<file path="config.mk">
export PLATFORM = sky130hd
export DESIGN_NAME = idc_feeder
export DESIGN_NICKNAME = d
export VERILOG_FILES = /design/src/rtl/idc_pkg.sv /design/src/rtl/idc_feeder.sv
export SDC_FILE = /design/constraint.sdc
export NUM_CORES = 1
export LEC_CHECK = 0
export ABC_CLOCK_PERIOD_IN_PS = 2800
export BUFFER_PORTS_ARGS = -buffer_cell sky130_fd_sc_hd__buf_2
export CELL_PAD_IN_SITES_DETAIL_PLACEMENT = 1
export CELL_PAD_IN_SITES_GLOBAL_PLACEMENT = 1
export CORE_UTILIZATION = 50
export DETAILED_ROUTE_END_ITERATION = 8
export PLACE_DENSITY_LB_ADDON = 0.3
export SYNTH_ARGS = -nofsm -noshare
export SYNTH_HDL_FRONTEND = slang
export SYNTH_SLANG_ARGS = --single-unit
</file>
<file path="constraint.sdc">
create_clock -name clk -period 2.8 [get_ports clk]
set_clock_uncertainty 0.05 [all_clocks]
set_input_delay 0.56 -clock clk [delete_from_list [all_inputs] [get_ports clk]]
set_output_delay 0.56 -clock clk [all_outputs]
set_load 0.02 [all_outputs]
</file>
<file path="src/rtl/idc_pkg.sv">
// Shared constants, opcode encoding and FSM state encoding for the
// image display controller feeder.
package idc_pkg;

  localparam int IMG_DIM     = 8;
  localparam int N_PIX       = 64;
  localparam int N_OP        = 15;
  localparam int N_OUT       = 16;
  localparam int PIX_W       = 7;
  localparam int OP_W        = 4;
  localparam int CFG_OP_BASE = 64;

  typedef enum logic [3:0] {
    MIDPOINT = 4'd0,
    AVERAGE  = 4'd1,
    ROT_L    = 4'd2,
    ROT_R    = 4'd3,
    FLIP     = 4'd4,
    UP       = 4'd5,
    LEFT     = 4'd6,
    DOWN     = 4'd7,
    RIGHT    = 4'd8
  } opcode_e;

  // Plain vector states so the encoding stays visible to legacy tooling.
  typedef logic [2:0] state_t;
  localparam state_t S_IDLE = 3'd0;
  localparam state_t S_SEND = 3'd1;
  localparam state_t S_WAIT = 3'd2;
  localparam state_t S_RECV = 3'd3;
  localparam state_t S_FIN  = 3'd4;

endpackage

</file>
<file path="src/rtl/idc_feeder.sv">
// Host-side initiator for the image display controller: loads an 8x8 image
// and 15 opcodes, streams them out on start, captures the 16-pixel response.
// Optional macro IDC_FEEDER_TIMEOUT_EN adds a watchdog on the response wait.
module idc_feeder
  import idc_pkg::*;
#(
  parameter int TIMEOUT_CYC = 1023
) (
  input  logic                    clk,
  input  logic                    rst_n,
  input  logic                    cfg_we,
  input  logic [6:0]              cfg_addr,
  input  logic [PIX_W-1:0]        cfg_wdata,
  input  logic                    start,
  output logic                    busy,
  output logic                    done,
  output logic                    err,
  output logic                    dut_in_valid,
  output logic signed [PIX_W-1:0] dut_in_data,
  output logic [OP_W-1:0]         dut_op,
  input  logic                    dut_out_valid,
  input  logic signed [PIX_W-1:0] dut_out_data,
  input  logic [3:0]              rd_addr,
  output logic signed [PIX_W-1:0] rd_data
);

  state_t state;
  logic [6:0] k;   // index of the element currently on the stream
  logic [3:0] j;   // next result slot to capture

  logic signed [PIX_W-1:0] pix    [N_PIX];
  logic [OP_W-1:0]         ops    [N_OP];
  logic signed [PIX_W-1:0] result [N_OUT];

  logic cfg_ok, pix_wr, op_wr, start_ok, cap;
  logic [6:0] kn;
  logic signed [PIX_W-1:0] pix_first, pix_next;
  logic [OP_W-1:0] op_first, op_next;

  assign busy     = (state != S_IDLE);
  assign done     = (state == S_FIN);
  assign start_ok = start && (state == S_IDLE);

  // Loads are only honoured in IDLE so a running transfer never sees changes.
  assign cfg_ok = cfg_we && (state == S_IDLE);
  assign pix_wr = cfg_ok && (cfg_addr < 7'(CFG_OP_BASE));
  assign op_wr  = cfg_ok && (cfg_addr >= 7'(CFG_OP_BASE))
                         && (cfg_addr < 7'(CFG_OP_BASE + N_OP));

  // A write landing in the same cycle as start must reach the stream, so the
  // first element bypasses the buffer when it is the one being written.
  assign pix_first = (pix_wr && cfg_addr[5:0] == 6'd0) ? cfg_wdata : pix[0];
  assign op_first  = (op_wr && cfg_addr[3:0] == 4'd0) ? cfg_wdata[OP_W-1:0] : ops[0];

  assign kn       = k + 7'd1;
  assign pix_next = pix[kn[5:0]];
  assign op_next  = (kn < 7'(N_OP)) ? ops[kn[3:0]] : '0;

  // WAIT captures slot 0 (j is held at 0 there), RECV captures slot j.
  assign cap = dut_out_valid && (state == S_WAIT || state == S_RECV);

  assign rd_data = result[rd_addr];

`ifdef IDC_FEEDER_TIMEOUT_EN
  localparam logic [9:0] WD_LAST = 10'(TIMEOUT_CYC - 1);
  logic [9:0] wd;
`endif

  // Buffers carry no reset; written only by host loads and response capture.
  always_ff @(posedge clk) begin
    if (pix_wr) pix[cfg_addr[5:0]] <= cfg_wdata;
    if (op_wr)  ops[cfg_addr[3:0]] <= cfg_wdata[OP_W-1:0];
    if (cap)    result[j]          <= dut_out_data;
  end

  // Transaction sequencer with registered stream outputs.
  always_ff @(posedge clk or negedge rst_n) begin
    if (!rst_n) begin
      state        <= S_IDLE;
      k            <= '0;
      j            <= '0;
      err          <= 1'b0;
      dut_in_valid <= 1'b0;
      dut_in_data  <= '0;
      dut_op       <= '0;
`ifdef IDC_FEEDER_TIMEOUT_EN
      wd           <= '0;
`endif
    end else begin
      case (state)
        S_IDLE: begin
          if (start_ok) begin
            state        <= S_SEND;
            k            <= '0;
            err          <= 1'b0;
            dut_in_valid <= 1'b1;
            dut_in_data  <= pix_first;
            dut_op       <= op_first;
          end
        end
        S_SEND: begin
          // A response while still sending is a protocol violation; keep going.
          if (dut_out_valid) err <= 1'b1;
          if (k == 7'(N_PIX - 1)) begin
            state        <= S_WAIT;
            k            <= '0;
            j            <= '0;
            dut_in_valid <= 1'b0;
            dut_in_data  <= '0;
            dut_op       <= '0;
`ifdef IDC_FEEDER_TIMEOUT_EN
            wd           <= '0;
`endif
          end else begin
            k           <= kn;
            dut_in_data <= pix_next;
            dut_op      <= op_next;
          end
        end
        S_WAIT: begin
          if (dut_out_valid) begin
            state <= S_RECV;
            j     <= 4'd1;
          end
`ifdef IDC_FEEDER_TIMEOUT_EN
          else if (wd == WD_LAST) begin
            err   <= 1'b1;
            state <= S_FIN;
          end else begin
            wd <= wd + 10'd1;
          end
`endif
        end
        S_RECV: begin
          if (dut_out_valid) begin
            if (j == 4'(N_OUT - 1)) begin
              state <= S_FIN;
              j     <= '0;
            end else begin
              j <= j + 4'd1;
            end
          end else begin
            // Short burst: uncaptured slots keep their previous contents.
            err   <= 1'b1;
            state <= S_FIN;
            j     <= '0;
          end
        end
        S_FIN:   state <= S_IDLE;
        default: state <= S_IDLE;
      endcase
    end
  end

endmodule

</file>
==> results.cfg, run 1 <==
[global_routing]
grt_pass1_vias = 14819
grt_usage = 0.254
grt_pass1_wl_um = 97000
grt_start_max_net_pins = 48
overflow = 0
antenna_found_initial = 1

[hold_path]
hold_depth = 1
hold_path.class = input port to register

[detailed_routing]
avgRoutedWirePerCell_um = 28.5
drc = 0
vias = 13765
routed_wl_um = 65000
drt_first_pass_iters = 5
vias_per_cell = 6.04
detail-route-antenna-nets = 0
drt_iter0_drc = 1366

[yosys]
synth_edf_count = 620
synthXorXnorAreaFrac = 0.00324
synth_top_family_by_area = multiplexers
synthesis.area_um2 = 25900
ys_warn_count = 0
synth_nets = 1404
synth_simple_gate_area_frac = 0.0603
synthMuxAreaShare = 0.150
synth.area.top_cells = edfxtp_1 (72%), mux4_2 (14%), dfrtp_1 (2.6%), nand2_1 (1.9%), nor2_1 (1.7%)
avgSynthCellArea_um2 = 18.9
async_reset_ff_frac = 0.0417
ys_types = 54
yosysMostFrequentCell = edfxtp_1
synthAdderAreaFrac = 0.00242
yosysSeqAreaShare = 0.746
synthCells = 1369
synth-compound-area-share = 0.0207
synth_top_area_share = 0.720
ys.flop_type = edfxtp_1
synthTopCellsByCount = edfxtp_1 (620), mux4_2 (159), nand2_1 (132), nor2_1 (120), nand3_1 (43)
ys_seq_elements = 647
yosys.area.top_type = edfxtp_1

[sta]
worstMarginPinSlew_ps = 793
rsz0062_at_grt = true
worst_slack_ps = 25.3
fmax_ghz = 0.360
hold_viol = 0
drv_slew = 0
post-route-period-util = 0.991
maxSlewHeadroom = 0.471
min_period_ps = 2770
setup_viol = 0
fin_setup_tns_ps = 0

[critical_path]
slowest_stage = mux4_2
required_ps = 2190
path_delay_family = multiplexers
max_stage_delay_ps = 520
r2r_cells = 7
crit_type = register to output port
start_kind = register
critical_path_depth = 3
critPathBufInv = 1
cp_max_fo = 1
path_cells = mux4_2, mux4_2, buf_6
cp.arrival_ps = 2160
path_common_cell = mux4_2
cp-end-kind = output port

[die]
die_w_um = 229
core_area_um2 = 50600
row_count = 82
die-area_um2 = 52600
start_util = 0.511
die_h_um = 229
io_pins = 52

[place]
io_buffer_count = 51
placed_area_um2 = 27800
place_ws_ps = 26.1
place_congestion = 0.863
dp.final_hpwl_um = 43000

[clock_tree]
clk_latency_ps = 620
cts_made_buffers = 68
path_clk_slew_ps = 60
cts_root_buf = clkbuf_16
cts_num_sinks = 647
htree_levels = 3
clock_path_buffers = 3
cts_tree = yes

[finish]
area_delta_synth_final_pct = 15.9
nNetsFinal = 1590
diodes = 0
post-route-util = 0.593
layout-drive-gt1-share = 0.291
fin_area_um2 = 30000

[pwr]
p_switching_mw = 7.97
max-vdd-ir-drop_uv = 712
total_power_mw = 27.1
p_int_mw = 19.1
p_comb_frac = 0.266
switching_share = 0.295
pwr-share-seq = 0.410
p_clk_frac = 0.325
power.leakage_nw = 9.89
power_density_nw_per_um2 = 902

[status]
status = finished clean

[job]
cap_violations = 0
[cell usage in the layout, fill, tap and decap left out, types with 3 or more instances in the layout]
cell type and n:
a211oi_1 4, a21oi_1 18, a31oi_1 12, a32oi_1 12, and2_1 5, buf_12 9
buf_2 48, buf_4 133, buf_6 4, bufinv_16 5, clkbuf_1 14, clkbuf_16 70
clkbuf_8 3, clkinv_1 10, clkinv_2 12, dfrtp_1 26, edfxtp_1 620, ha_1 4
inv_1 7, inv_6 5, mux2i_1 31, mux4_2 159, nand2_1 132, nand2b_1 11
nand3_1 43, nand3b_1 4, nand4_1 7, nor2_1 120, nor2b_1 4, nor3_1 9
nor3b_1 3, o211ai_1 3, o21ai_0 13, o21ai_1 3, o31ai_1 3, or3_1 4
xor2_1 3
[area by class of cell]
cell class | instances | area [um2]
Inverter | 7 | 26.3
Timing Repair Buffer | 195 | 1470
Sequential cell | 647 | 19300
Fill cell | 4411 | 20600
Multi-Input combinational cell | 636 | 6180
Tap cell | 672 | 841
Clock buffer | 87 | 1850
Clock inverter | 34 | 315
[layer usage]
metal,track usage,wire length [um],vias up
met5,0,0,-
met4,0.0850,1880,0
met3,0.0466,3860,124
met2,0.426,33200,469
met1,0.337,26100,7330
li1,-,-,5842
[repair_timing]
action / CTS / global route
pin swaps: 0 / 0
setup buffers: 0 / 0
endpoints found under the setup margin: 2 / 3
endpoints found under the hold margin: 27 / 0
hold buffers: 1 / 0
resized for setup: 4 / 4
[logic make-up (layout without fill, tap and decap cells)]
group	after synthesis	after routing
xor gates and xnor gates	7	7
and+or+nand+nor	353	353
muxes	190	190
DFF	647	647
buffers and inverters	86	323
AOI/OAI and AO/OA	81	81
adders and majority gates	5	5
[metrics by stage]
stage	cells	hold slack (ps)
after floorplan	1369	214
after global placement	2156	421
after detailed placement	2156	428
after CTS	2278	254
after global routing	2278	284
final	2278	289
[path summary, 6_finish.rpt]
check                                                   to  slack [ps]                    start
worst max-delay path                            rd_data[6]          30  result[14][6]$_DFFE_PP_
worst min-delay path                result[1][1]$_DFFE_PP_         290          dut_out_data[1]
worst max register to register  dut_in_data[3]$_DFFE_PN0P_          50         k[0]$_DFFE_PN0P_
worst min register to register       dut_op[1]$_DFFE_PN0P_         440    dut_op[1]$_DFFE_PN0P_
max in group asynchronous                 k[0]$_DFFE_PN0P_        1620                    rst_n
min in group asynchronous       dut_in_data[0]$_DFFE_PN0P_         510                    rst_n
[power groups by stage]
stage          registers [mW]  clock network (mW)  logic, mW
2_1_floorplan            11.3                   0       4.73
3_3_place_gp             11.3                   0       6.98
3_5_place_dp             11.3                   0       7.15
4_1_cts                  11.1                8.92       7.24
5_1_grt                  11.1                9.23       7.66
6_report                 11.1                8.78       7.19
[sequential cells by signal, indices dropped and copies added, names as in the netlist]
register / count
pix: 448
result: 112
ops: 60
dut_in_data: 7
k: 7
dut_op: 4
j: 4
state: 3
dut_in_valid: 1
err: 1
Note: power is estimated with default switching activity, not from simulation.
==> run 2, diff against run 1 <==
--- a/config.mk
+++ b/config.mk
@@ -5,13 +5,15 @@
 export SDC_FILE = /design/constraint.sdc
 export NUM_CORES = 1
 export LEC_CHECK = 0
-export ABC_CLOCK_PERIOD_IN_PS = 2800
+export ABC_CLOCK_PERIOD_IN_PS = 2300
 export BUFFER_PORTS_ARGS = -buffer_cell sky130_fd_sc_hd__buf_2
 export CELL_PAD_IN_SITES_DETAIL_PLACEMENT = 1
 export CELL_PAD_IN_SITES_GLOBAL_PLACEMENT = 1
-export CORE_UTILIZATION = 50
+export CORE_UTILIZATION = 49
 export DETAILED_ROUTE_END_ITERATION = 8
+export MAX_ROUTING_LAYER = met4
 export PLACE_DENSITY_LB_ADDON = 0.3
+export SETUP_SLACK_MARGIN = 0.05
 export SYNTH_ARGS = -nofsm -noshare
 export SYNTH_HDL_FRONTEND = slang
 export SYNTH_SLANG_ARGS = --single-unit
==> constraint.sdc (replaced) <==
create_clock -name clk -period 2.3 [get_ports clk]
set_clock_uncertainty 0.05 [all_clocks]
set_input_delay 0.46 -clock clk [delete_from_list [all_inputs] [get_ports clk]]
set_output_delay 0.46 -clock clk [all_outputs]
set_load 0.02 [all_outputs]
==> run 2 against run 1 <==
Compared with the run above: the run now ends with setup timing left; wire length increased by 6.7%; count of clock-buffer cells in the layout fell by 7; die area is 2.0% higher; power grew 33%; via count rose by 4.8%; setup slack got worse by 410 ps; utilization rose by 2.5 points; cell count increased by 5.0%; global-route usage rose by 1.3 points; combinational power rose by 59%; non-clock buffer count up 100; sequential power up 21%; highest routed layer unchanged.
==> results.cfg, run 2 (synthesis results as in run 1) <==
[status]
status = complete, but fails checks
violations = setup timing

[critical_path]
startpoint = result[14][2]$_DFFE_PP_
crit_path_end = rd_data[2]
rrSetupSlack_ps = -80
cp_max_fo = 1
required_ps = 1790
r2r_end = dut_in_data[5]$_DFFE_PN0P_
r2r_start = k[0]$_DFFE_PN0P_
cp-end-kind = output port
start_kind = register
r2r_cells = 8
crit_type = register to output port
cp.arrival_ps = 2180

[clock_tree]
clock_path_buffers = 3
path_clk_slew_ps = 60
clk_latency_ps = 620
cts_made_buffers = 69
cts_root_buf = clkbuf_16
cts_tree = yes
htree_levels = 3
cts_num_sinks = 647

[finish]
layout-drive-gt1-share = 0.393
nNetsFinal = 1691
largest_reg_flops = 448
layout_commonest_cell = edfxtp_1
area_delta_synth_final_pct = 23.4
diodes = 0
final_cell_mix = edfxtp_1 (620), buf_4 (163), mux4_2 (159)
fill_cells = 4399

[pwr]
max-vdd-ir-drop_uv = 944
power_density_nw_per_um2 = 1130
power.leakage_nw = 10.8

[detailed_routing]
detail-route-antenna-nets = 0
vias_per_cell = 6.03
avgRoutedWirePerCell_um = 29.0
drt_first_pass_iters = 5
drt_iter0_drc = 1463
vias = 14424
routed_wl_um = 69400
drc = 0

[hold_path]
hold_start = cfg_wdata[6]
hold_depth = 1
hold_path.class = input port to register

[place]
io_buffer_count = 51
dp.final_hpwl_um = 44300
place_congestion = 0.874

[sta]
fin_setup_tns_ps = -2830
worst_slack_ps = -388
min_period_ps = 2690
post-route-period-util = 1.17
setup_viol = 14
hold_viol = 0
rsz0062_at_grt = true
fmax_ghz = 0.372
worstMarginPinSlew_ps = 1040
drv_slew = 0
maxSlewHeadroom = 0.306
worst_hold_slack_ps = 131

[die]
row_count = 83
io_pins = 52
core_area_um2 = 51700
die_h_um = 232
die_w_um = 232
die-area_um2 = 53700
start_util = 0.500

[job]
cap_violations = 0

[global_routing]
antenna_found_initial = 0
grt_usage = 0.267
grt_pass1_vias = 15366
grt_pass1_wl_um = 101000
grt_start_max_net_pins = 50
overflow = 0
run 2: changes by cell type in the layout (fill, tap and decap cells not counted), sizes merged:
cell and change:
clkinvlp +2, bufbuf +1, clkdlybuf4s15 +1, buf +95, bufinv +3, clkinv +7
clkbuf -4
run 2: layout make-up:
cell class	count	area [um2]	share of cell area
clock inverter	46	474	0.0149
inverter	7	26.3	0.000823
sequential	647	19300	0.605
multi-input combinational	636	6700	0.210
clock buffer	80	1770	0.0554
timing repair buffer	295	2800	0.0878
tap	680	851	0.0267
run 2: per-layer routing:
| layer | up-vias | global-route usage | share of wire | wire (um) |
|---|---|---|---|---|
| li1 | 6064 | - | - | - |
| met1 | 7706 | 0.346 | 0.40 | 27800 |
| met2 | 517 | 0.434 | 0.52 | 35800 |
| met5 | - | - | 0 | 0 |
| met3 | 137 | 0.0373 | 0.049 | 3380 |
| met4 | 0 | 0.0960 | 0.035 | 2430 |
run 2: power breakdown:
group / internal [mW] / total, mW / switching (mW) / leakage [nW]
Combinational: 5.46 / 11.4 / 5.89 / 3.77
Clock: 6.46 / 11.1 / 4.67 / 1.08
Sequential: 13.2 / 13.4 / 0.231 / 5.91
run 2: critical path: stages, from the launching register on:
cell	delay (ps)
edfxtp_1	400
mux4_2	490
mux4_2	510
buf_6	150
run 2: worst min path at each step:
| stage | endpoint | slack (ps) |
|---|---|---|
| after floorplan | dut_in_data[0]$_DFFE_PN0P_ | 110 |
| after CTS | pix[38][6]$_DFFE_PP_ | 100 |
| final | pix[39][6]$_DFFE_PP_ | 130 |
| after global placement | state[0]$_DFFE_PN0P_ | 380 |
| after detailed placement | state[0]$_DFFE_PN0P_ | 380 |
| after global routing | pix[38][6]$_DFFE_PP_ | 110 |
run 2: timing repair:
item                                   in CTS  in global routing
gates resized for setup                    93                128
endpoints found under the hold margin      15                  0
pin swaps                                  13                 33
setup endpoints to repair                 406                375
hold buffers                                1                  0
buffers inserted                           13                 17
cloned                                      3                  3
run 2: metrics by stage:
| step | util | power [mW] | setup slack [ps] | instances | area, um2 |
|---|---|---|---|---|---|
| floorplan | - | 19.5 | 32.7 | 1369 | 25900 |
| global placement | 0.549 | 22.8 | -207 | 2228 | 28400 |
| detailed placement | 0.549 | 23.1 | -245 | 2228 | 28400 |
| CTS | 0.604 | 34.9 | -430 | 2371 | 31200 |
| global route | 0.617 | 37.0 | -447 | 2391 | 31900 |
| finish | 0.617 | 35.9 | -388 | 2391 | 31900 |
==> run 3, diff against run 2 <==
--- a/config.mk
+++ b/config.mk
@@ -9,6 +9,7 @@
 export BUFFER_PORTS_ARGS = -buffer_cell sky130_fd_sc_hd__buf_2
 export CELL_PAD_IN_SITES_DETAIL_PLACEMENT = 1
 export CELL_PAD_IN_SITES_GLOBAL_PLACEMENT = 1
+export CORE_ASPECT_RATIO = 0.5
 export CORE_UTILIZATION = 49
 export DETAILED_ROUTE_END_ITERATION = 8
 export MAX_ROUTING_LAYER = met4
==> run 3 against run 2 <==
Compared with the run above: the run still ends with setup timing left; global-route usage fell by 0.48 points; first-iteration DRC count grew 6.6%; clock power fell by 21%; fmax increased by 1.6%; register-to-register slack lost 70 ps; design area is 0.50% lower; hold slack gained 49 ps; wire length is 0.48% lower; count of clock-buffer cells in the layout is 7 lower; critical path type unchanged.
==> results.cfg, run 3 (synthesis results as in run 1) <==
[die]
die-area_um2 = 53800
core_area_um2 = 52000
row_count = 59
start_util = 0.497
io_pins = 52
die_w_um = 327
die_h_um = 164

[job]
cap_violations = 0

[finish]
nNetsFinal = 1687
seq_area_um2 = 19300
instances_no_fill = 2394
post-route-util = 0.610
layout_commonest_cell = edfxtp_1
fin_area_um2 = 31800
multi_input_area_um2 = 6910
diodes = 0
layout-drive-gt1-share = 0.398
fill_cells = 4452
final_cell_mix = edfxtp_1 (620), mux4_2 (159), buf_4 (151)
area_delta_synth_final_pct = 22.8
largest_reg_flops = 448

[status]
status = complete, but fails checks
violations = setup timing

[sta]
worst_hold_slack_ps = 180
setup_viol = 21
fin_setup_tns_ps = -3080
rsz0062_at_grt = true
hold_viol = 0
worstMarginPinSlew_ps = 1200
post-route-period-util = 1.15
worst_slack_ps = -345
min_period_ps = 2640
drv_slew = 0
fmax_ghz = 0.378
maxSlewHeadroom = 0.202

[critical_path]
startpoint = result[11][5]$_DFFE_PP_
required_ps = 1790
critPathBufInv = 1
cp_max_fo = 1
path_cells = mux4_2, mux4_2, buf_6
start_kind = register
path_delay_family = multiplexers
r2r_start = k[0]$_DFFE_PN0P_
cp.arrival_ps = 2130
max_stage_delay_ps = 490
crit_path_end = rd_data[5]
rrSetupSlack_ps = -150
critical_path_depth = 3
r2r_cells = 11
crit_type = register to output port
r2r_end = dut_in_data[2]$_DFFE_PN0P_
slowest_stage = mux4_2
path_common_cell = mux4_2
cp-end-kind = output port

[place]
place_congestion = 0.892
dp.final_hpwl_um = 44000
io_buffer_count = 51
place_ws_ps = -283
placed_area_um2 = 28400
dp_cells = 2243

[pwr]
p_int_mw = 23.6
p_clk_frac = 0.256
total_power_mw = 34.3
p_comb_frac = 0.351
pwr-share-seq = 0.393
p_switching_mw = 10.6
max-vdd-ir-drop_uv = 705
power_density_nw_per_um2 = 1080
switching_share = 0.311
power.leakage_nw = 10.6

[clock_tree]
clock_path_buffers = 3
cts_num_sinks = 647
cts_root_buf = clkbuf_16
cts_made_buffers = 55
path_clk_slew_ps = 70
cts_tree = yes
htree_levels = 2
clk_latency_ps = 620

[global_routing]
grt_start_max_net_pins = 45
grt_pass1_vias = 15368
antenna_found_initial = 0
overflow = 0
grt_pass1_wl_um = 99800
grt_usage = 0.262

[detailed_routing]
detail-route-antenna-nets = 0
drt_iter0_drc = 1559
drt_first_pass_iters = 5
vias_per_cell = 5.99
routed_wl_um = 69000
drc = 0
vias = 14339
avgRoutedWirePerCell_um = 28.8

[hold_path]
hold_path.class = input port to register
-- run 3: cell count changes in the layout (fill, tap and decap cells not counted), moves of 7 or more --
| cell | previous run | this run |
|---|---|---|
| clkinv_1 | 22 | 6 |
| clkbuf_16 | 72 | 55 |
| clkinv_2 | 6 | 13 |
| bufinv_16 | 8 | 0 |
| nor2_4 | 14 | 22 |
| nor2_1 | 71 | 80 |
| buf_6 | 50 | 65 |
| buf_12 | 25 | 32 |
| buf_4 | 163 | 151 |
| nor2_2 | 35 | 18 |
-- run 3: how the worst min path moves through the flow --
| stage | from | endpoint | slack [ps] | cells past startpoint |
|---|---|---|---|---|
| 2_1_floorplan | rst_n | dut_in_data[0]$_DFFE_PN0P_ | 110 | 0 |
| 3_3_place_gp | dut_op[3]$_DFFE_PN0P_ | dut_op[3]$_DFFE_PN0P_ | 420 | 2 |
| 3_5_place_dp | dut_op[3]$_DFFE_PN0P_ | dut_op[3]$_DFFE_PN0P_ | 430 | 2 |
| 4_1_cts | start | err$_DFFE_PN0P_ | 140 | 4 |
| 5_1_grt | dut_out_data[4] | result[11][4]$_DFFE_PP_ | 180 | 1 |
| 6_report | dut_out_valid | err$_DFFE_PN0P_ | 180 | 4 |
-- run 3: final cells by class --
cell class	count	share of cell area
Multi-Input combinational cell	636	0.217
Tap cell	701	0.0276
Inverter	7	0.000827
Timing Repair Buffer	305	0.0954
Clock buffer	73	0.0467
Sequential cell	647	0.608
Clock inverter	25	0.00433
-- run 3: what timing repair did --
| action | in CTS | in global routing |
|---|---|---|
| hold endpoints to repair | 27 | 0 |
| buffers inserted | 26 | 23 |
| pin swaps | 20 | 33 |
| cloned | 5 | 0 |
| setup endpoints to repair | 367 | 304 |
| gates resized for setup | 106 | 160 |
| hold buffers | 1 | 0 |
-- run 3: tightest hold or removal path, delay by kind of cell --
family	cells	cell delay (ps)
buf+inv	1	110
compound gates	1	60
simple gates	2	160
-- run 3: power groups by stage --
stage	Clock (mW)	Sequential (mW)	Combinational [mW]
floorplan	0	13.7	5.77
global placement	0	13.7	8.89
detailed placement	0	13.7	9.22
CTS	8.87	13.5	11.1
global route	9.26	13.5	12.6
finish	8.78	13.5	12.0
-- run 3: metal layers --
| layer | up-vias | GRT usage | wire [um] |
|---|---|---|---|
| met5 | - | - | 0 |
| li1 | 6035 | - | - |
| met2 | 604 | 0.429 | 34300 |
| met1 | 7575 | 0.344 | 28100 |
| met3 | 125 | 0.0452 | 4890 |
| met4 | 0 | 0.0735 | 1750 |
